--- src/rtl/bit4_adder_core_if.sv ---
// Bus interface for bit4_adder_core: operand/valid inputs and registered result.
// Optional macro BIT4_ADDER_CIN_EN adds the carry-in signal Cin.
// WIDTH must match the WIDTH of the bit4_adder_core instance it connects to.
interface bit4_adder_core_if #(
    parameter int WIDTH = 4
) ();
    logic             in_valid;
    logic [WIDTH-1:0] A;
    logic [WIDTH-1:0] B;
`ifdef BIT4_ADDER_CIN_EN
    logic             Cin;
`endif
    logic [WIDTH-1:0] S;
    logic             Cout;
    logic             out_valid;

`ifdef BIT4_ADDER_CIN_EN
    // Producer side: drives operands, observes the registered result.
    modport master (
        output in_valid, A, B, Cin,
        input  S, Cout, out_valid
    );
    // Adder side: consumes operands, drives the registered result.
    modport slave (
        input  in_valid, A, B, Cin,
        output S, Cout, out_valid
    );
`else
    // Producer side: drives operands, observes the registered result.
    modport master (
        output in_valid, A, B,
        input  S, Cout, out_valid
    );
    // Adder side: consumes operands, drives the registered result.
    modport slave (
        input  in_valid, A, B,
        output S, Cout, out_valid
    );
`endif
endinterface

--- src/rtl/bit4_adder_core.sv ---
// bit4_adder_core: registered unsigned ripple-carry adder.
// A chain of WIDTH full-adder cells produces {c_out, sum} = A + B + cin,
// captured into the output register when in_valid is high (1-cycle latency).
// Optional macro BIT4_ADDER_CIN_EN: when defined, bus.Cin drives the carry
// into cell 0; otherwise the carry-in is tied to zero (plain A+B adder).
// WIDTH legal range is 1..32.
module bit4_adder_core #(
    parameter int WIDTH = 4
) (
    input  logic               clk,
    input  logic               rst_n,
    bit4_adder_core_if.slave   bus
);

    logic             cin_s;
    logic [WIDTH-1:0] sum_s;
    logic             c_out_s;

    logic [WIDTH-1:0] s_q;
    logic [WIDTH-1:0] s_d;
    logic             cout_q;
    logic             cout_d;
    logic             out_valid_q;
    logic             out_valid_d;

`ifdef BIT4_ADDER_CIN_EN
    assign cin_s = bus.Cin;
`else
    assign cin_s = 1'b0;
`endif

    // Ripple chain: each cell keeps its own carry signals so the chain is a
    // set of distinct nets rather than one self-referencing vector.
    for (genvar i = 0; i < WIDTH; i++) begin : g_fa
        logic a_s;
        logic b_s;
        logic c_in_s;
        logic s_s;
        logic c_nxt_s;

        assign a_s = bus.A[i];
        assign b_s = bus.B[i];

        if (i == 0) begin : g_first
            assign c_in_s = cin_s;
        end else begin : g_next
            assign c_in_s = g_fa[i-1].c_nxt_s;
        end

        assign s_s     = a_s ^ b_s ^ c_in_s;
        assign c_nxt_s = (a_s & b_s) | (c_in_s & (a_s ^ b_s));
        assign sum_s[i] = s_s;
    end

    assign c_out_s = g_fa[WIDTH-1].c_nxt_s;

    // Next-state: capture the sum on a valid cycle, otherwise hold result and drop valid.
    always_comb begin
        s_d         = s_q;
        cout_d      = cout_q;
        out_valid_d = 1'b0;
        if (bus.in_valid) begin
            s_d         = sum_s;
            cout_d      = c_out_s;
            out_valid_d = 1'b1;
        end else begin
            s_d         = s_q;
            cout_d      = cout_q;
            out_valid_d = 1'b0;
        end
    end

    // Output register stage; asynchronous reset discards any in-flight result.
    always_ff @(posedge clk or negedge rst_n) begin
        if (!rst_n) begin
            s_q         <= {WIDTH{1'b0}};
            cout_q      <= 1'b0;
            out_valid_q <= 1'b0;
        end else begin
            s_q         <= s_d;
            cout_q      <= cout_d;
            out_valid_q <= out_valid_d;
        end
    end

    assign bus.S         = s_q;
    assign bus.Cout      = cout_q;
    assign bus.out_valid = out_valid_q;

endmodule

--- src/flat_wrapper.sv ---
// flat-port wrapper written by rule: the top's interface ports become plain ports
module bit4_adder_core_flat 
#(
    parameter int WIDTH = 4
)
  (clk, rst_n, bus_in_valid, bus_A, bus_B, bus_S, bus_Cout, bus_out_valid);
  bit4_adder_core_if #(.WIDTH(WIDTH)) bus_i ();
  input  logic clk;
  input  logic rst_n;
  input wire logic [$bits(bus_i.in_valid)-1:0] bus_in_valid;
  input wire logic [$bits(bus_i.A)-1:0] bus_A;
  input wire logic [$bits(bus_i.B)-1:0] bus_B;
  output wire logic [$bits(bus_i.S)-1:0] bus_S;
  output wire logic [$bits(bus_i.Cout)-1:0] bus_Cout;
  output wire logic [$bits(bus_i.out_valid)-1:0] bus_out_valid;
  assign bus_i.in_valid = bus_in_valid;
  assign bus_i.A = bus_A;
  assign bus_i.B = bus_B;
  assign bus_S = bus_i.S;
  assign bus_Cout = bus_i.Cout;
  assign bus_out_valid = bus_i.out_valid;
  bit4_adder_core #(.WIDTH(WIDTH)) u_core (.clk(clk), .rst_n(rst_n), .bus(bus_i));
endmodule
--- config.mk ---
export PLATFORM = sky130hd
export DESIGN_NAME = bit4_adder_core_flat
export DESIGN_NICKNAME = d
export VERILOG_FILES = /design/src/rtl/bit4_adder_core_if.sv /design/src/rtl/bit4_adder_core.sv /design/src/flat_wrapper.sv
export SDC_FILE = /design/constraint.sdc
export NUM_CORES = 1
export LEC_CHECK = 0
export ABC_AREA = 1
export CAP_MARGIN = 20
export CORE_AREA = 2 2 39 41
export DETAILED_ROUTE_END_ITERATION = 8
export DIE_AREA = 0 0 41 43
export PLACE_DENSITY_LB_ADDON = 0.2
export SLEW_MARGIN = 20
export SYNTH_ARGS = -nofsm -noshare
export SYNTH_HDL_FRONTEND = slang
export SYNTH_SLANG_ARGS = --single-unit
--- constraint.sdc ---
create_clock -name clk -period 0.8 [get_ports clk]
set_input_delay 0.12 -clock clk [delete_from_list [all_inputs] [get_ports clk]]
set_output_delay 0.12 -clock clk [all_outputs]
set_load 0.01 [all_outputs]
==> results.toml, run 1 <==
[outcome]
status = "finished, violations left"
violations = "negative setup slack"

[timing]
finalCritPeriodShare_pct = 183
fin_ws_ns = -0.666
slew_violations = 0
fmax_ghz = 0.682
rsz0062_at_grt = "yes"
tightest_slew_ns = 0.271
max_slew_margin_pct = 81.9
setup_viol = 10
holdWs_ns = 0.120
hold_violations = 0
final.min_clock_period_ns = 1.47
fin_worst_skew_ns = 0

[global_route]
gr-usage-all-layers_pct = 8.03
grt_max_degree = 7
grt_antenna_before_repair = 0
grt_pass1_vias = 248
grt_pass1_wl_um = 910
grt-ovfl-total = 0

[clock_network]
cts_tree = "yes"
cts-root-buf = "clkbuf_4"
cts_htree_levels = 1
clockBufferDepth = 2
clk_pin_slew_ns = 0.05
clkLatencyLatePin_ns = 0.24
numCtsBuffers = 3
clock_sinks = 6

[critical_path]
crit_chain = "buf_6, ha_4, inv_2, fa_2, inv_2, fa_2, inv_2, fa_1, inv_1, nand2_1, nand2_1"
crit_top_cell = "inv_2"
path_class = "in2reg"
critPathTopFamily = "adder cells"
ff2ff_path_depth = 4
slowest_delay_ns = 0.47
setup.worst_path.end_class = "flop"
start_kind = "input pin"
worstPathMaxFanout = 1
worstPathRequired_ns = 0.93
cp_slowest_cell = "fa_1"
crit_cells = 11
crit_arrival_ns = 1.59
worst-path-buf-inv = 5

[layout]
nFillCells = 148
drive_gt1_share_pct = 43.5
area_growth_pct = 81.3
diodes = 0
layout.nets = 79
final_cell_count_no_fill = 78
fin_util_pct = 42.0

[drt]
vias = 289
vias_per_cell = 3.71
wirelength_um = 619
ant_nets = 0
drtPass1Iterations = 1
post_drt_wl_per_cell_um = 7.94
drc = 0
drtIter0Drc = 0

[die]
fp-row-count = 14
die_h_um = 43
start_util_pct = 23.1
die-area_um2 = 1760
die_w_um = 41
io_pins = 17
core_region_area_um2 = 1380

[pwr]
pwr-share-comb_pct = 32.9
power_density_nw_per_um2 = 1640
swShare_pct = 26.2
leakagePower_nw = 0.329
power_switching_w = 0.000250
ir_drop_uv = 539
p_int_w = 0.000704
clkPwrFrac_pct = 28.7
pwr-share-seq_pct = 38.4
power_w = 0.000954

[placement]
place_inst = 72
gp_congestion = 0.636
pre_cts_ws_ns = -1.36
io_buffers = 16
place_hpwl_um = 491

[yosys]
synth.avg_cell_area_um2 = 8.90
yosysSeqAreaShare_pct = 46.9
ys_warn_count = 0
synth.top_cell.area_share_pct = 46.9
yosys.cell_types.count = 6
synth_nets = 51
netlist_area_um2 = 320
yosysTopAreaCell = "dfrtp_1"
synthTopCellsByArea = "dfrtp_1 (47%), fa_1 (19%), nand2_1 (18%)"
netlist_instances = 36
synth_seq_cells = 6

[hold_path]
hold_path.class = "in2async"

[job]
drv_cap = 0
-- power groups by stage --
| stage | Clock, W | Combinational (W) | Sequential (W) |
|---|---|---|---|
| after detailed placement | 0 | 0.000297 | 0.000371 |
| after floorplan | 0 | 0.0000818 | 0.000389 |
| after CTS | 0.000285 | 0.000286 | 0.000362 |
| after global placement | 0 | 0.000296 | 0.000368 |
| after global routing | 0.000297 | 0.000353 | 0.000370 |
| final | 0.000273 | 0.000314 | 0.000366 |
-- metal layers --
| layer | vias to the layer above | GRT usage [%] | routed length, um |
|---|---|---|---|
| met4 | 0 | 6.00 | 0 |
| li1 | 152 | - | - |
| met3 | 0 | 3.14 | 36 |
| met1 | 125 | 9.03 | 269 |
| met5 | - | 0 | 0 |
| met2 | 12 | 11.6 | 313 |
-- final cells by class --
type	count	area (um^2)	share of cell area, %
Timing Repair Buffer	23	198	34.1
Multi-Input combinational cell	19	149	25.6
Tap cell	16	20.0	3.45
Sequential cell	6	150	25.9
Inverter	11	41.3	7.11
Clock buffer	3	22.5	3.88
-- cells in the final DEF (no fill, tap or decap), types with 2 or more instances in the layout --
cell type / instances
nand2_1: 14
buf_4: 7
inv_1: 6
dfrtp_1: 6
inv_2: 5
clkdlybuf4s50_1: 5
buf_6: 4
buf_2: 4
clkbuf_4: 3
fa_2: 2
dlygate4sd2_1: 2
-- stage by stage --
| stage | instance area (um^2) | setup TNS [ns] |
|---|---|---|
| floorplan | 338 | -1.98 |
| detailed placement | 548 | -5.77 |
| global route | 581 | -2.39 |
| finish | 581 | -2.03 |
| CTS | 556 | -2.16 |
| global placement | 548 | -5.62 |
-- state kept, by name, summed over array words and instances, names as in the netlist --
register,flops
u_core.bus.Cout,1
u_core.bus.out_valid,1
u_core.bus.S,4
-- path summary, 6_finish.rpt --
path | start | to | slack [ns]
max | bus_A[0] | u_core.bus.S[3] | -0.67
max in group asynchronous | rst_n | u_core.bus.S[3] | 0.47
min reg2reg | u_core.bus.Cout | u_core.bus.Cout | 0.47
min | rst_n | u_core.bus.out_valid | 0.12
min in group clk | bus_in_valid | u_core.bus.out_valid | 0.14
max reg2reg | u_core.bus.S[2] | u_core.bus.S[2] | -0.05
-- logic make-up after synthesis --
group	after synthesis	synth area share, %
adders and majority gates	4	22.7
DFF	6	46.9
buffers and inverters	11	12.9
and+or+nand+nor	15	17.6
-- worst reg2reg max path, cell delays in order (launching register included) --
cell and delay, ns:
dfrtp_1 0.39, buf_4 0.14, buf_4 0.11, nand2_1 0.05, nand2_1 0.05
-- cell usage after synthesis (all sizes together) --
cell / count
inv: 11
dfrtp: 6
nand2: 15
ha: 1
fa: 3
-- repair_timing --
item                                    4_1_cts  5_1_grt
resized for setup                            37        5
buffers inserted                              3        1
endpoints found under the setup margin       11       11
hold buffers                                  0        0
pin swaps                                     6        4
cloned                                        0        0
Note: power is estimated with default switching activity, not from simulation.
==> run 2, diff against run 1 <==
- CTS_BUF_LIST: unset -> sky130_fd_sc_hd__clkbuf_8 sky130_fd_sc_hd__clkbuf_16
==> run 2 against run 1 <==
The flow still finishes with violations (negative setup slack). Non-clock buffer count decreased by 2. Utilization unchanged. Sequential share of layout area unchanged. First-iteration DRC count increased by 2. Via count decreased by 2.1%. Worst setup slack got worse by 0.023 ns. Sequential cell count unchanged. Clock skew unchanged. Design area unchanged. Critical path type unchanged. Largest power group is now clock. Highest routed layer unchanged.
==> results.toml, run 2 (synthesis gave the netlist of run 1 again) <==
[outcome]
status = "finished, violations left"
violations = "negative setup slack"

[layout]
area_growth_pct = 81.3
layout.nets = 77
layout_common_cells = "nand2_1 (14), inv_1 (6), dfrtp_1 (6)"
largest_reg_flops = 4
fin_area_um2 = 581
fin_util_pct = 42.0
diodes = 0
drive_gt1_share_pct = 41.7
layout_commonest_cell = "nand2_1"

[drt]
drtPass1Iterations = 3
wirelength_um = 584
post_drt_wl_per_cell_um = 7.68
vias_per_cell = 3.72
drc = 0
vias = 283
drtIter0Drc = 2
ant_nets = 0

[pwr]
leakagePower_nw = 0.319
power_density_nw_per_um2 = 1890
ir_drop_uv = 989

[clock_network]
cts_hold_buf = 0
cts_tree = "yes"
clk_pin_slew_ns = 0.04
clockBufferDepth = 2
cts_htree_levels = 1
clock_sinks = 6
clkLatencyLatePin_ns = 0.22
cts-root-buf = "clkbuf_8"
numCtsBuffers = 3

[die]
die_w_um = 41
fp-row-count = 14
die_h_um = 43
io_pins = 17
start_util_pct = 23.1
die-area_um2 = 1760
core_region_area_um2 = 1380

[timing]
holdWs_ns = 0.146
finalCritPeriodShare_pct = 186
slew_violations = 0
fmax_ghz = 0.672
max_slew_margin_pct = 81.6
hold_violations = 0
fin_worst_skew_ns = 0
tightest_slew_ns = 0.275
fin_ws_ns = -0.689
setup_viol = 10
rsz0062_at_grt = "yes"
final.min_clock_period_ns = 1.49

[global_route]
grt_pass1_wl_um = 897
grt_antenna_before_repair = 0
grt_pass1_vias = 239
gr-usage-all-layers_pct = 7.93
grt-ovfl-total = 0
grt_max_degree = 7

[critical_path]
worstPathRequired_ns = 0.91
worstPathMaxFanout = 1
start_kind = "input pin"
path_class = "in2reg"
rrSetupSlack_ns = 0.07
crit_arrival_ns = 1.59
setup.worst_path.end_class = "flop"

[placement]
place_hpwl_um = 491
io_buffers = 16
place_area_um2 = 548
gp_congestion = 0.636

[job]
drv_cap = 0

[hold_path]
hold_path.class = "in2async"
## run 2: changes by cell type in the layout (fill, tap and decap cells not counted), sizes merged
cell / change
buf: -2
dlygate4sd2: +1
dlymetal6s2s: -1
## run 2: cell type report
cell class / instances / area, um^2
Sequential cell: 6 / 150
Timing Repair Buffer: 21 / 179
Multi-Input combinational cell: 19 / 149
Clock buffer: 3 / 41.3
Inverter: 11 / 41.3
Fill cell: 147 / 803
Tap cell: 16 / 20.0
## run 2: path summary, 6_finish.rpt
path	startpoint	to	depth (start not counted)
worst max register to register	u_core.bus.S[2]	u_core.bus.S[2]	3
worst min-delay path	rst_n	u_core.bus.out_valid	1
worst max-delay path	bus_A[0]	u_core.bus.S[3]	11
worst min register to register	u_core.bus.Cout	u_core.bus.Cout	2
max in group asynchronous	rst_n	u_core.bus.S[3]	1
min in group clk	bus_B[0]	u_core.bus.S[0]	4
## run 2: per-layer routing
layer,wire length (um),GRT usage [%],part of all wire [%],vias up
li1,-,-,-,148
met1,260,9.03,45,121
met2,273,11.3,47,14
met3,51,4.71,8.7,0
met4,0,4.00,0,0
met5,0,0,0,-
## run 2: timing repair
action | 4_1_cts | 5_1_grt
setup endpoints to repair | 11 | 10
setup buffers | 1 | 0
pin swaps | 5 | 4
gates resized for setup | 38 | 4
## run 2: worst max-delay path, stage by stage
cell     delay [ns]
buf_6          0.07
ha_4           0.12
inv_2          0.03
fa_2           0.37
inv_2          0.06
fa_2           0.18
inv_2          0.03
fa_1           0.47
inv_1          0.04
nand2_1        0.05
nand2_1        0.05
## run 2: through the flow
stage	cells	power, W	worst slack (ns)	TNS (ns)
floorplan	36	0.000470	-0.744	-1.98
global placement	72	0.000664	-1.33	-5.62
detailed placement	72	0.000667	-1.36	-5.77
CTS	76	0.00108	-0.731	-2.10
global route	76	0.00117	-0.756	-2.34
finish	76	0.00110	-0.689	-1.99
## run 2: where the power goes
group	leakage, nW	switching [W]	internal (W)
registers	0.0726	0.0000233	0.000346
logic	0.225	0.000118	0.000169
clock network	0.0216	0.000121	0.000323
==> run 3, diff against run 2 <==
- GPL_ROUTABILITY_DRIVEN: unset -> 0
- HOLD_SLACK_MARGIN: unset -> 0.03
==> results of run 3 <==
Same layout as run 2: the final DEF is identical, and so are final timing and power.
